[config.mk]
export PLATFORM = sky130hd
export DESIGN_NAME = warning_dispatch_arbiter
export DESIGN_NICKNAME = d
export VERILOG_FILES = /design/src/rtl/warning_dispatch_arbiter.sv
export SDC_FILE = /design/constraint.sdc
export NUM_CORES = 1
export LEC_CHECK = 0
export CORE_MARGIN = 2
export CORE_UTILIZATION = 57
export CTS_CLUSTER_SIZE = 20
export DETAILED_ROUTE_END_ITERATION = 6
export PLACE_DENSITY_LB_ADDON = 0.15
export SLEW_MARGIN = 20
export SYNTH_ARGS = -nofsm -noshare
export SYNTH_HDL_FRONTEND = slang
export SYNTH_SLANG_ARGS = --single-unit
[constraint.sdc]
create_clock -name clock -period 13.5 [get_ports clock]
set_input_delay 1.35 -clock clock [delete_from_list [all_inputs] [get_ports clock]]
set_output_delay 1.35 -clock clock [all_outputs]
set_load 0.005 [all_outputs]
[src/rtl/warning_dispatch_arbiter.sv]
// warning_dispatch_arbiter
// Shares one pager channel among several patient monitors. Each patient's warning
// is latched, aged and escalated while it waits. One alarm at a time is offered over
// a valid/ready handshake. The highest level wins, and equal levels are served
// round-robin starting after the most recently granted patient.
module warning_dispatch_arbiter #(
    parameter int NUM_PATIENTS    = 4,
    parameter int ESCALATE_CYCLES = 16,
    parameter int PW              = $clog2(NUM_PATIENTS)
) (
    input  logic                        clock,
    input  logic                        reset,
    input  logic [3*NUM_PATIENTS-1:0]   patientWarning,
    input  logic                        dispatchReady,
    output logic                        dispatchValid,
    output logic [PW-1:0]               dispatchPatient,
    output logic [2:0]                  dispatchLevel,
    output logic [NUM_PATIENTS-1:0]     pendingMask
);

    localparam int                AW       = (ESCALATE_CYCLES > 1) ? $clog2(ESCALATE_CYCLES) : 1;
    localparam logic [AW-1:0]     AGE_LAST = AW'(ESCALATE_CYCLES - 1);
    localparam logic [PW-1:0]     LAST_IDX = PW'(NUM_PATIENTS - 1);
    localparam logic [PW:0]       NUM_WIDE = (PW+1)'(NUM_PATIENTS);

    typedef enum logic {
        IDLE,
        OFFER
    } state_t;

    state_t                     r_state;
    state_t                     w_nextState;

    logic [NUM_PATIENTS-1:0]    r_pending;
    logic [NUM_PATIENTS-1:0]    r_armed;
    logic [2:0]                 r_level [NUM_PATIENTS];
    logic [AW-1:0]              r_age   [NUM_PATIENTS];

    logic [NUM_PATIENTS-1:0]    w_nextPending;
    logic [NUM_PATIENTS-1:0]    w_nextArmed;
    logic [2:0]                 w_nextLevel [NUM_PATIENTS];
    logic [AW-1:0]              w_nextAge   [NUM_PATIENTS];

    logic [2:0]                 w_input  [NUM_PATIENTS];
    logic [2:0]                 w_raised [NUM_PATIENTS];
    logic [2:0]                 w_bumped [NUM_PATIENTS];
    logic [NUM_PATIENTS-1:0]    w_offered;

    logic [PW-1:0]              r_lastGrant;
    logic [PW-1:0]              r_dispatchPatient;
    logic [2:0]                 r_dispatchLevel;

    logic [PW-1:0]              w_winner;
    logic [2:0]                 w_winnerLevel;
    logic [PW:0]                w_scan;
    logic [PW-1:0]              w_scanIdx;

    logic                       w_load;
    logic                       w_xfer;

    // Split the packed input bus per patient and precompute the raised and escalated level candidates
    always_comb begin
        for (int i = 0; i < NUM_PATIENTS; i++) begin
            w_input[i]  = patientWarning[3*i +: 3];
            w_raised[i] = (w_input[i] > r_level[i]) ? w_input[i] : r_level[i];
            w_bumped[i] = (r_level[i] == 3'd7) ? 3'd7 : r_level[i] + 3'd1;
            if (w_input[i] > w_bumped[i]) begin
                w_bumped[i] = w_input[i];
            end
        end
    end

    // One-hot marker of the patient currently on offer; it is frozen against escalation
    always_comb begin
        w_offered = '0;
        if (r_state == OFFER) begin
            w_offered[r_dispatchPatient] = 1'b1;
        end
    end

    // Scan upward from the last grant and keep the first patient holding a strictly higher level
    always_comb begin
        w_winner      = '0;
        w_winnerLevel = '0;
        w_scan        = '0;
        w_scanIdx     = '0;
        for (int k = 1; k <= NUM_PATIENTS; k++) begin
            w_scan = {1'b0, r_lastGrant} + (PW+1)'(k);
            if (w_scan >= NUM_WIDE) begin
                w_scan = w_scan - NUM_WIDE;
            end
            w_scanIdx = w_scan[PW-1:0];
            if (r_pending[w_scanIdx] && (r_level[w_scanIdx] > w_winnerLevel)) begin
                w_winner      = w_scanIdx;
                w_winnerLevel = r_level[w_scanIdx];
            end
        end
    end

    // FSM state register
    always_ff @(posedge clock) begin
        if (reset) begin
            r_state <= IDLE;
        end else begin
            r_state <= w_nextState;
        end
    end

    // FSM next state: offer whenever something is pending, and leave only on a completed transfer
    always_comb begin
        w_nextState = r_state;
        case (r_state)
            IDLE:    if (|r_pending)   w_nextState = OFFER;
            OFFER:   if (dispatchReady) w_nextState = IDLE;
            default: w_nextState = IDLE;
        endcase
    end

    // FSM outputs: load the winner on leaving IDLE, and complete a transfer on ready during OFFER
    always_comb begin
        w_load        = (r_state == IDLE) && (|r_pending);
        w_xfer        = (r_state == OFFER) && dispatchReady;
        dispatchValid = (r_state == OFFER);
    end

    // Per-patient latch, re-arm, escalation and transfer bookkeeping
    always_comb begin
        for (int i = 0; i < NUM_PATIENTS; i++) begin
            w_nextPending[i] = r_pending[i];
            w_nextArmed[i]   = r_armed[i];
            w_nextLevel[i]   = r_level[i];
            w_nextAge[i]     = r_age[i];

            if (w_input[i] == 3'd0) begin
                w_nextArmed[i] = 1'b1;
            end

            if (w_offered[i] && dispatchReady) begin
                w_nextArmed[i] = 1'b0;
                w_nextAge[i]   = '0;
                if (w_raised[i] <= r_dispatchLevel) begin
                    w_nextPending[i] = 1'b0;
                    w_nextLevel[i]   = 3'd0;
                end else begin
                    w_nextLevel[i]   = w_raised[i];
                end
            end else if (r_pending[i]) begin
                if (w_offered[i] || (r_level[i] == 3'd7)) begin
                    w_nextLevel[i] = w_raised[i];
                end else if (r_age[i] == AGE_LAST) begin
                    w_nextLevel[i] = w_bumped[i];
                    w_nextAge[i]   = '0;
                end else begin
                    w_nextLevel[i] = w_raised[i];
                    w_nextAge[i]   = r_age[i] + AW'(1);
                end
                if (w_nextLevel[i] == 3'd7) begin
                    w_nextAge[i] = '0;
                end
            end else if (r_armed[i] && (w_input[i] != 3'd0)) begin
                w_nextPending[i] = 1'b1;
                w_nextLevel[i]   = w_input[i];
                w_nextAge[i]     = '0;
            end
        end
    end

    // Per-patient state registers
    always_ff @(posedge clock) begin
        if (reset) begin
            r_pending <= '0;
            r_armed   <= '1;
            for (int i = 0; i < NUM_PATIENTS; i++) begin
                r_level[i] <= 3'd0;
                r_age[i]   <= '0;
            end
        end else begin
            r_pending <= w_nextPending;
            r_armed   <= w_nextArmed;
            for (int i = 0; i < NUM_PATIENTS; i++) begin
                r_level[i] <= w_nextLevel[i];
                r_age[i]   <= w_nextAge[i];
            end
        end
    end

    // Offer registers and round-robin pointer; reset points at the last patient so patient 0 wins first
    always_ff @(posedge clock) begin
        if (reset) begin
            r_dispatchPatient <= '0;
            r_dispatchLevel   <= 3'd0;
            r_lastGrant       <= LAST_IDX;
        end else begin
            if (w_load) begin
                r_dispatchPatient <= w_winner;
                r_dispatchLevel   <= w_winnerLevel;
            end
            if (w_xfer) begin
                r_lastGrant <= r_dispatchPatient;
            end
        end
    end

    assign dispatchPatient = r_dispatchPatient;
    assign dispatchLevel   = r_dispatchLevel;
    assign pendingMask     = r_pending;

endmodule
### Word level (Yosys, flattened, before mapping)

Memory sizes are Yosys's and may differ from the RTL's.
Index checks and enable logic that the tools add are counted.

| word-level totals | value |
|---|---|
| input bits | 15 |
| latch bits | 0 |
| register bits | 16 |
| memory bits (read-only) | 0 |
| output and inout port bits | 10 |
| word-level logic and storage cells | 242 |
| memories kept | 2 |
| bits in writable memories | 28 |

Memories:

| memory | depth | width | rd ports | clocked after memory_dff | wr ports | line | RTL |
|---|---|---|---|---|---|---|---|
| r_age | 4 | 4 | 4 | 0 | 4 | 37 | `logic [AW-1:0] r_age [NUM_PATIENTS];` |
| r_level | 4 | 3 | 8 | 0 | 4 | 36 | `logic [2:0] r_level [NUM_PATIENTS];` |

| cells by class | value |
|---|---|
| order comparisons | 26 |
| equal/unequal tests | 16 |
| mux-type cells | 129 |
| divide/modulo/power cells | 0 |
| multiply operators | 0 |
| shift-type cells | 0 |
| bitwise operators | 9 |
| reduce and logical (&&, ||, !) cells | 32 |
| add/sub/neg operators | 16 |

Operators by type and width:

| cell | count |
|---|---|
| 3-bit two-way mux | 52 |
| 4-bit two-way mux | 29 |
| 1-bit two-way mux | 34 |
| 3-bit > comparator | 11 |
| 3-bit == test (second input constant) | 8 |
| 4-bit by 1-bit adder with 4-bit output (second input constant) | 4 |
| 4-bit == test (second input constant) | 4 |
| 2-bit two-way mux | 8 |
| 1-bit logical AND | 15 |
| 2-bit by 3-bit < comparator with 1-bit output (second input constant) | 5 |
| 3-bit by 1-bit adder with 3-bit output (second input constant) | 4 |
| 3-bit >= comparator (second input constant) | 4 |
| 3-bit less-or-equal comparator | 4 |
| 3-bit zero test | 4 |
| 3-bit nonzero test | 4 |
| 1-bit binary-select mux with 2-bit select | 4 |
| 2-bit by 1-bit != test with 1-bit output (second input constant) | 4 |
| 1-bit OR | 8 |
| 2-bit nonzero test | 4 |
| 2-bit by 1-bit subtractor with 2-bit output (second input constant) | 4 |
| 2-bit by 2-bit adder with 3-bit output (second input constant) | 2 |
| 1-bit logical OR | 4 |
| 4-bit OR reduction | 1 |
| 2-bit by 1-bit adder with 3-bit output (second input constant) | 1 |
| other kinds (6) | 6 |

### Longest topological paths before layout

Gate-level depths: netlist of the first run.

| logic depth | value |
|---|---|
| depth in word-level cells | 16 |
| gate-level depth with buffers | 26 |
| depth with buffers taken out | 24 |

### Worst setup path before layout of the first run

No wires, ideal clock.

| timing path | value |
|---|---|
| path kind | reg-to-reg |
| start point | reg r_lastGrant[0] |
| end point | reg r_dispatchLevel[0] (netlist: dispatchLevel[0]) |
| arrival | 4630 ps |
| clock period less this slack | 4707 ps |
| slack | 8793 ps |
| data required time | 13422 ps |
| library setup time | 78 ps |
| path buffers | 2 |
| stages on the path, launching flop included | 23 |
| cells stage by stage | dfxtp_1 -> buf_6 -> buf_4 -> mux4_2 -> ha_1 -> and3b_1 -> o21ai_0 -> a211oi_4 -> mux2_2 -> inv_1 -> ha_1 -> a32oi_1 -> nand2_1 -> a21oi_1 -> inv_1 -> ha_1 -> nor2b_1 -> o21ai_0 -> a32oi_1 -> o211ai_1 -> o21ai_0 -> a21oi_1 -> nor3_1 |

| on the way | value |
|---|---|
| cells in the longest elaborated chain, start to end | 16 |
| elaborated cells on any way between the ends | 37 |
| those cells by class | 8 x add/sub; 8 x order compare; 16 x mux; 4 x reduce/logical; 1 x memory |

RTL lines:

| item | line | RTL |
|---|---|---|
| start: declaration | 49 | `logic [PW-1:0] r_lastGrant;` |
| start signal: assignment | 199 | `r_lastGrant <= r_dispatchPatient;` |
| 2-bit by 1-bit adder with 3-bit output | 88 | `w_scan = {1'b0, r_lastGrant} + (PW+1)'(k);` |
| 3-bit >= comparator or 2-bit by 1-bit subtractor with 2-bit output (tied branches) | 89, 90 |  |
| 2-bit two-way mux | 89 | `if (w_scan >= NUM_WIDE) begin` |
| memory read 4 x 3 bit or 1-bit binary-select mux with 2-bit select (tied branches) | -- |  |
| 3-bit by 1-bit > comparator with 1-bit output or 1-bit two-way mux (tied branches) | 93 | `if (r_pending[w_scanIdx] && (r_level[w_scanIdx] > w_winnerLevel)) begin` |
| 1-bit logical AND | 93 |  |
| 3-bit two-way mux | 93 |  |
| 3-bit > comparator | 93 |  |
| 1-bit logical AND | 93 |  |
| 3-bit two-way mux | 93 |  |
| 3-bit > comparator | 93 |  |
| 1-bit logical AND | 93 |  |
| 3-bit two-way mux | 93 |  |
| 3-bit > comparator | 93 |  |
| 1-bit logical AND | 93 |  |
| 3-bit two-way mux * | 93 |  |
| end signal: assignment | 196 | `r_dispatchLevel <= w_winnerLevel;` |
| end: declaration | 51 | `logic [2:0] r_dispatchLevel;` |

Mark *: on every way between the ends. The rest lies on a longest branch, timed or not. The select of a mux whose other input is x is not followed.
A chain may end at the register's enable or synchronous reset.

### Final worst setup path of the first run

| timing path | value |
|---|---|
| start point | reg r_lastGrant[1] |
| end point | reg r_dispatchPatient[0] (netlist: dispatchPatient[0]) |

| on the way | value |
|---|---|
| cells in the longest elaborated chain, start to end | 16 |
| elaborated cells on any way between the ends | 40 |
| those cells by class | 8 x add/sub; 8 x order compare; 19 x mux; 4 x reduce/logical; 1 x memory |

RTL lines:

| item | line | RTL |
|---|---|---|
| 2-bit by 1-bit adder with 3-bit output | 88 |  |
| 3-bit >= comparator or 2-bit by 1-bit subtractor with 2-bit output (tied branches) | 89, 90 |  |
| 2-bit two-way mux | 89 |  |
| memory read 4 x 3 bit or 1-bit binary-select mux with 2-bit select (tied branches) | -- |  |
| 3-bit by 1-bit > comparator with 1-bit output or 1-bit two-way mux (tied branches) | 93 |  |
| 1-bit logical AND | 93 |  |
| 3-bit two-way mux | 93 |  |
| 3-bit > comparator | 93 |  |
| 1-bit logical AND | 93 |  |
| 3-bit two-way mux | 93 |  |
| 3-bit > comparator | 93 |  |
| 1-bit logical AND | 93 |  |
| 3-bit two-way mux | 93 |  |
| 3-bit > comparator | 93 |  |
| 1-bit logical AND | 93 |  |
| 2-bit two-way mux * | 93 |  |
| end signal: assignment | 195 | `r_dispatchPatient <= w_winner;` |
| end: declaration | 50 | `logic [PW-1:0] r_dispatchPatient;` |

Marks and branches as above.

==> results of run 1 <==
power groups by stage:
stage / logic [mW] / clock network, mW / registers [mW]
floorplan: 0.267 / 0 / 0.165
global placement: 0.309 / 0 / 0.190
finish: 0.327 / 0.0820 / 0.190
CTS: 0.325 / 0.0841 / 0.189
detailed placement: 0.323 / 0 / 0.191
global route: 0.370 / 0.0879 / 0.193
per-stage QoR:
stage,setup slack (ps),cell area [um^2],utilization,total power [mW],hold slack (ps)
6_report,7830,4900,0.634,0.599,490
5_1_grt,7430,4900,0.634,0.651,535
4_1_cts,7720,4900,0.634,0.598,495
3_5_place_dp,7770,4820,0.623,0.514,469
3_3_place_gp,7920,4820,0.623,0.499,468
2_1_floorplan,8790,4560,-,0.432,452
Yosys cell counts, types with 4 or more instances:
cell type and number:
a211oi_1 5, a21o_1 9, a21oi_1 34, a311oi_1 8, a31oi_1 8, a32oi_1 8
and3_1 7, buf_2 6, clkbuf_1 13, dfxtp_1 44, ha_1 53, inv_1 43
mux2_2 10, mux2i_1 25, mux4_2 11, nand2_1 75, nand2b_1 7, nand3_1 22
nand3b_1 6, nor2_1 46, nor2b_1 15, nor3_1 16, o211ai_1 9, o21a_1 7
o21ai_0 41, o21ai_1 4, or3_1 10, xnor2_1 4
worst max-delay path, delay by kind of cell (launching register included):
kind	cells	cell delay [ps]
adder cells (fa/ha/maj)	3	660
AO/OA/AOI/OAI	8	1890
AND/OR/NAND/NOR	6	880
multiplexers	2	1030
flip-flops	1	950
buffers and inverters	3	160
cell type report:
| cell class | count | area (um^2) | share of cell area |
|---|---|---|---|
| inverter | 43 | 161 | 0.0329 |
| sequential | 44 | 882 | 0.180 |
| timing repair buffer | 25 | 248 | 0.0506 |
| clock inverter | 2 | 12.5 | 0.00255 |
| clock buffer | 5 | 68.8 | 0.0140 |
| tap | 102 | 128 | 0.0260 |
| multi-input combinational | 477 | 3400 | 0.694 |
kinds of logic after synthesis:
group | Yosys count
DFF | 44
buffers and inverters | 66
and+or+nand+nor | 216
xor gates and xnor gates | 5
muxes | 46
adders and majority gates | 53
AOI/OAI and AO/OA | 157
flip-flops by register name (all words and copies together), names as in the netlist:
name	count
r_armed	4
dispatchLevel	3
dispatchValid	1
r_level	12
r_lastGrant	2
r_age	16
pendingMask	4
dispatchPatient	2
metal layers:
metal	up-vias	routed length, um
met2	112	5160
met4	0	199
li1	2182	-
met1	2046	5160
met3	20	556
met5	-	0
worst paths after layout:
check                                         end  slack (ps)  cells after the start
setup / recovery  dispatchPatient[0]$_SDFFE_PP0P_        7830                     22
hold / removal           r_age[1][3]$_SDFFE_PP0P_         490                      2
setup reg to reg  dispatchPatient[0]$_SDFFE_PP0P_        7830                     22
hold reg to reg          r_age[1][3]$_SDFFE_PP0P_         490                      2
==> results.tsv, run 1 <==
metric	value	unit
r2r-start	r_lastGrant[1]$_SDFFE_PP1P_	
core.rowCount	32	
grt_use_met3	0.0290	
cp-startpoint	r_lastGrant[1]$_SDFFE_PP1P_	
cts_buffer_depth	2	
n_fill_cell	686	
postCtsHoldBufs	0	
final_common_cell	nand2_1	
syn_area_per_cell	7.77	um^2
run_status	complete, no violations	
arrival	5880	ps
synth_top_area_cell	dfxtp_1	
cts_sinks	44	
min_period	5670	ps
grt_first_pass_wirelength	19.1	mm
dp_cells	691	
grt_max_degree	33	
busiest_layer	met2	
critPathMaxStageDelay	950	ps
die_w	93.4	um
yosys.area_share.simple	0.224	
vias	4360	
synth_cell_types	55	
nets	664	
h-tree-depth	2	
ys_ff_latch	44	
hold_path_startpoint	r_age[1][3]$_SDFFE_PP0P_	
post_cts_resized	0	
combPwrFrac	0.545	
max_cap_violations	0	
cpMostUsedCell	nand2_1	
wl_per_cell	15.9	um
layout.cells.most_common_list	nand2_1, ha_1, nor2_1	
setup_viol	0	
grtUsageMet2	0.445	
firstDrtPassIters	6	
grt_pass1_vias	4104	
crit_type	reg -> reg	
cts_buffers	5	
async_flop_share	0	
io_pins	25	
cts_setup_buffers	0	
syn-cell-area	0.00456	mm^2
drive_gt1_frac	0.0604	
final_antenna_net_count	0	
fp.dieArea	0.00873	mm^2
cts_tree	built	
grt_remaining_overflow	0	
n_antenna_cell	0	
vdd_drop_max	47.4	uV
avgViaCountPerCell	6.25	
hold_violations	0	
start_util	0.590	
synth_mux_area_frac	0.134	
synth.net_count	655	
area.growth.synth_to_final	7.49	%
slew_headroom	0.369	
swShare	0.441	
synth_ff_type	dfxtp_1	
clk_latency	310	ps
drc	0	
holdCritPathClass	reg -> reg	
p_leak	2.12	nW
synthCells	587	
p_int	0.335	mW
clockPowerShare	0.137	
power.switching	0.264	mW
synth_top_family_by_area	compound AO/OA/AOI/OAI gates	
synthAdderAreaFrac	0.145	
final_cells	698	
rsz0062_at_grt	no	
drt_iter0_drc	199	
start_kind	register	
worst_path_max_delay_cell	dfxtp_1	
wl	11.1	mm
grt.total_usage	0.266	
hpwl	8.47	mm
tns	0	ps
period_share	0.420	
place.port_buffers	24	
cellPowerDensity	122	mW/mm^2
synth_compound_area_frac	0.233	
worst_pin_slew	945	ps
ys_seq_area_frac	0.193	
gp_congestion	0.966	
die-height	93.4	um
max_freq	176	MHz
antenna_found_initial	0	
core_area	0.00773	mm^2
critPathMaxFanout	24	
seqPwrFrac	0.317	
cts_root_buf	clkbuf_8	
clkSlewWorstSetupHoldPaths	90	ps
slew_viol_final	0	
path_cells	mux4_2 > nand2_1 > inv_1 > ha_1 > and3b_1 > o21ai_0 > a211oi_4 > mux2_2 > inv_1 > ha_1 > a32oi_1 > nand2_1 > a21oi_1 > inv_1 > ha_1 > nor2b_1 > o21ai_0 > a32oi_1 > o211ai_1 > nand2_1 > nand2_1 > a311oi_1	
synth_top_area_frac	0.193	
synth_warnings	0	
met1_usage	0.361	
final.setup_skew	11.9	ps
crit_required	13710	ps
cp-end-kind	register	
synth_xor_area_frac	0.00961	
synth-edff-count	0	
synth_area_leaders	dfxtp_1, ha_1, nand2_1	
Note: power is estimated with default switching activity, not from simulation.
==> run 2, diff against run 1 <==
Settings changed: CORE_UTILIZATION 57 to 56.
Clock period 13.5 ns to 5.1 ns, I/O delays scaled along.
==> results.tsv, run 2 (synthesis results as in run 1) <==
metric	value	unit
place_area	0.00493	mm^2
hpwl	9.31	mm
wl_per_cell	16.6	um
grt_pass1_vias	4421	
core_area	0.00781	mm^2
crit_type	reg -> reg	
n_fill_cell	702	
r2r_setup_slack	320	ps
drt_iter0_drc	239	
vdd_drop_max	173	uV
core.rowCount	32	
slew_viol_final	0	
fp.dieArea	0.00888	mm^2
largest_register	r_age	
period_share	0.937	
hold_violations	0	
firstDrtPassIters	5	
top_regs	r_age (16), r_level (12)	
fin_util	0.654	
setup_viol	0	
cts_buffer_depth	2	
crit_buf_inv	4	
layout.cells.most_common_list	nand2_1, ha_1, nor2_1	
timing.critical_path.to	dispatchLevel[0]$_SDFFE_PP0P_	
fin_area	0.00510	mm^2
met1_length	5.38	mm
drc	0	
start_kind	register	
cts_tree	built	
wl_met2	5.67	mm
p_leak	2.23	nW
r2r-start	r_lastGrant[0]$_SDFFE_PP1P_	
cts_sinks	44	
wl	11.9	mm
worst_pin_slew	789	ps
cp-end-kind	register	
drive_gt1_frac	0.0974	
setup_slack	323	ps
clkSlewWorstSetupHoldPaths	90	ps
cts_root_buf	clkbuf_8	
crit_required	5330	ps
grt_remaining_overflow	0	
grt.total_usage	0.278	
dp_worst_setup_slack	-231	ps
io_pins	25	
rsz0062_at_grt	no	
cellPowerDensity	341	mW/mm^2
wl_met3	630	um
critPathMaxStageDelay	560	ps
final_common_cell	nand2_1	
n_antenna_cell	0	
gp_congestion	0.905	
power	1.74	mW
worst_path_max_delay_cell	mux4_2	
reg2reg_to	dispatchLevel[0]$_SDFFE_PP0P_	
slew_headroom	0.472	
top_layer_used	met4	
die-height	94.2	um
avgViaCountPerCell	6.21	
place.port_buffers	24	
grt_max_degree	20	
grt_first_pass_wirelength	19.9	mm
run_status	complete, no violations	
nets	683	
area.growth.synth_to_final	12.0	%
vias	4457	
critPathMaxFanout	7	
arrival	5010	ps
max_cap_violations	0	
largest_register_ffs	16	
antenna_found_initial	0	
min_period	4780	ps
crit_family	compound AO/OA/AOI/OAI gates	
die_w	94.2	um
h-tree-depth	2	
cts_buffers	5	
ff2ff_path_depth	23	
start_util	0.584	
holdCritPathClass	reg -> reg	
cp-startpoint	r_lastGrant[0]$_SDFFE_PP1P_	
max_freq	209	MHz
holdWs	495	ps
clk_latency	300	ps
path_cells	mux4_2 > nand2_1 > inv_1 > ha_1 > and3b_1 > o21ai_1 > a211oi_4 > mux2_2 > inv_1 > ha_1 > a32oi_2 > nand2_2 > a21oi_2 > inv_1 > ha_1 > nor2b_1 > o21ai_0 > a32oi_1 > o211ai_1 > buf_4 > o21ai_0 > a21oi_1 > nor3_1	
final.setup_skew	8.23	ps
path_depth	23	
final_antenna_net_count	0	
run 2: changes by cell type in the layout (fill, tap and decap cells not counted), sizes merged:
| cell | before | now |
|---|---|---|
| buf | 1 | 20 |
| clkinvlp | 1 | 0 |
| clkbuf | 5 | 6 |
| bufinv | 0 | 1 |
run 2: cell type report:
class / count / area (um^2) / share of cell area
Clock buffer: 6 / 82.6 / 0.0162
Clock inverter: 2 / 38.8 / 0.00760
Inverter: 43 / 161 / 0.0316
Multi-Input combinational cell: 477 / 3410 / 0.669
Sequential cell: 44 / 886 / 0.174
Tap cell: 102 / 128 / 0.0250
Timing Repair Buffer: 44 / 394 / 0.0772
run 2: timing repair:
action / CTS / global route
resized for setup: 4 / 5
setup endpoints to repair: 4 / 5
pin swaps: 2 / 4
buffers inserted: 1 / 3
hold buffers: 0 / 0
run 2: worst min-delay path, cell delays in order, from the launching register on:
cell and delay (ps):
dfxtp_1 330, o21ai_0 70, a21oi_1 60
run 2: power by group:
| group | internal (mW) | total, mW | switching, mW |
|---|---|---|---|
| logic | 0.456 | 0.982 | 0.525 |
| clock network | 0.160 | 0.289 | 0.129 |
| registers | 0.388 | 0.470 | 0.0814 |
| total | 1.01 | 1.74 | 0.735 |
run 2: metal layers:
| metal | up-vias | track usage |
|---|---|---|
| li1 | 2210 | - |
| met1 | 2074 | 0.353 |
| met2 | 145 | 0.479 |
| met3 | 28 | 0.0401 |
| met4 | 0 | 0.0966 |
| met5 | - | 0 |
run 2: stage by stage:
stage | setup TNS [ps] | cells
after detailed placement | -703 | 706
after floorplan | 0 | 587
after global routing | 0 | 718
after CTS | 0 | 715
final | 0 | 718
after global placement | 0 | 706
run 2: worst min-delay path by stage:
| stage | startpoint | end | slack (ps) | cells after the start |
|---|---|---|---|---|
| final | r_age[1][3]$_SDFFE_PP0P_ | r_age[1][3]$_SDFFE_PP0P_ | 500 | 2 |
| after global routing | r_age[1][1]$_SDFFE_PP0P_ | r_age[1][1]$_SDFFE_PP0P_ | 530 | 2 |
| after CTS | r_age[1][3]$_SDFFE_PP0P_ | r_age[1][3]$_SDFFE_PP0P_ | 490 | 2 |
| after detailed placement | r_armed[0]$_SDFFE_PP1P_ | r_armed[0]$_SDFFE_PP1P_ | 480 | 2 |
| after global placement | r_armed[0]$_SDFFE_PP1P_ | r_armed[0]$_SDFFE_PP1P_ | 470 | 2 |
| after floorplan | r_armed[0]$_SDFFE_PP1P_ | r_armed[0]$_SDFFE_PP1P_ | 450 | 2 |
==> run 3, diff against run 2 <==
Settings changed: GPL_TIMING_DRIVEN set to 1.
==> results of run 3 <==
Same layout as run 2: the final DEF is identical, and so are final timing and power.
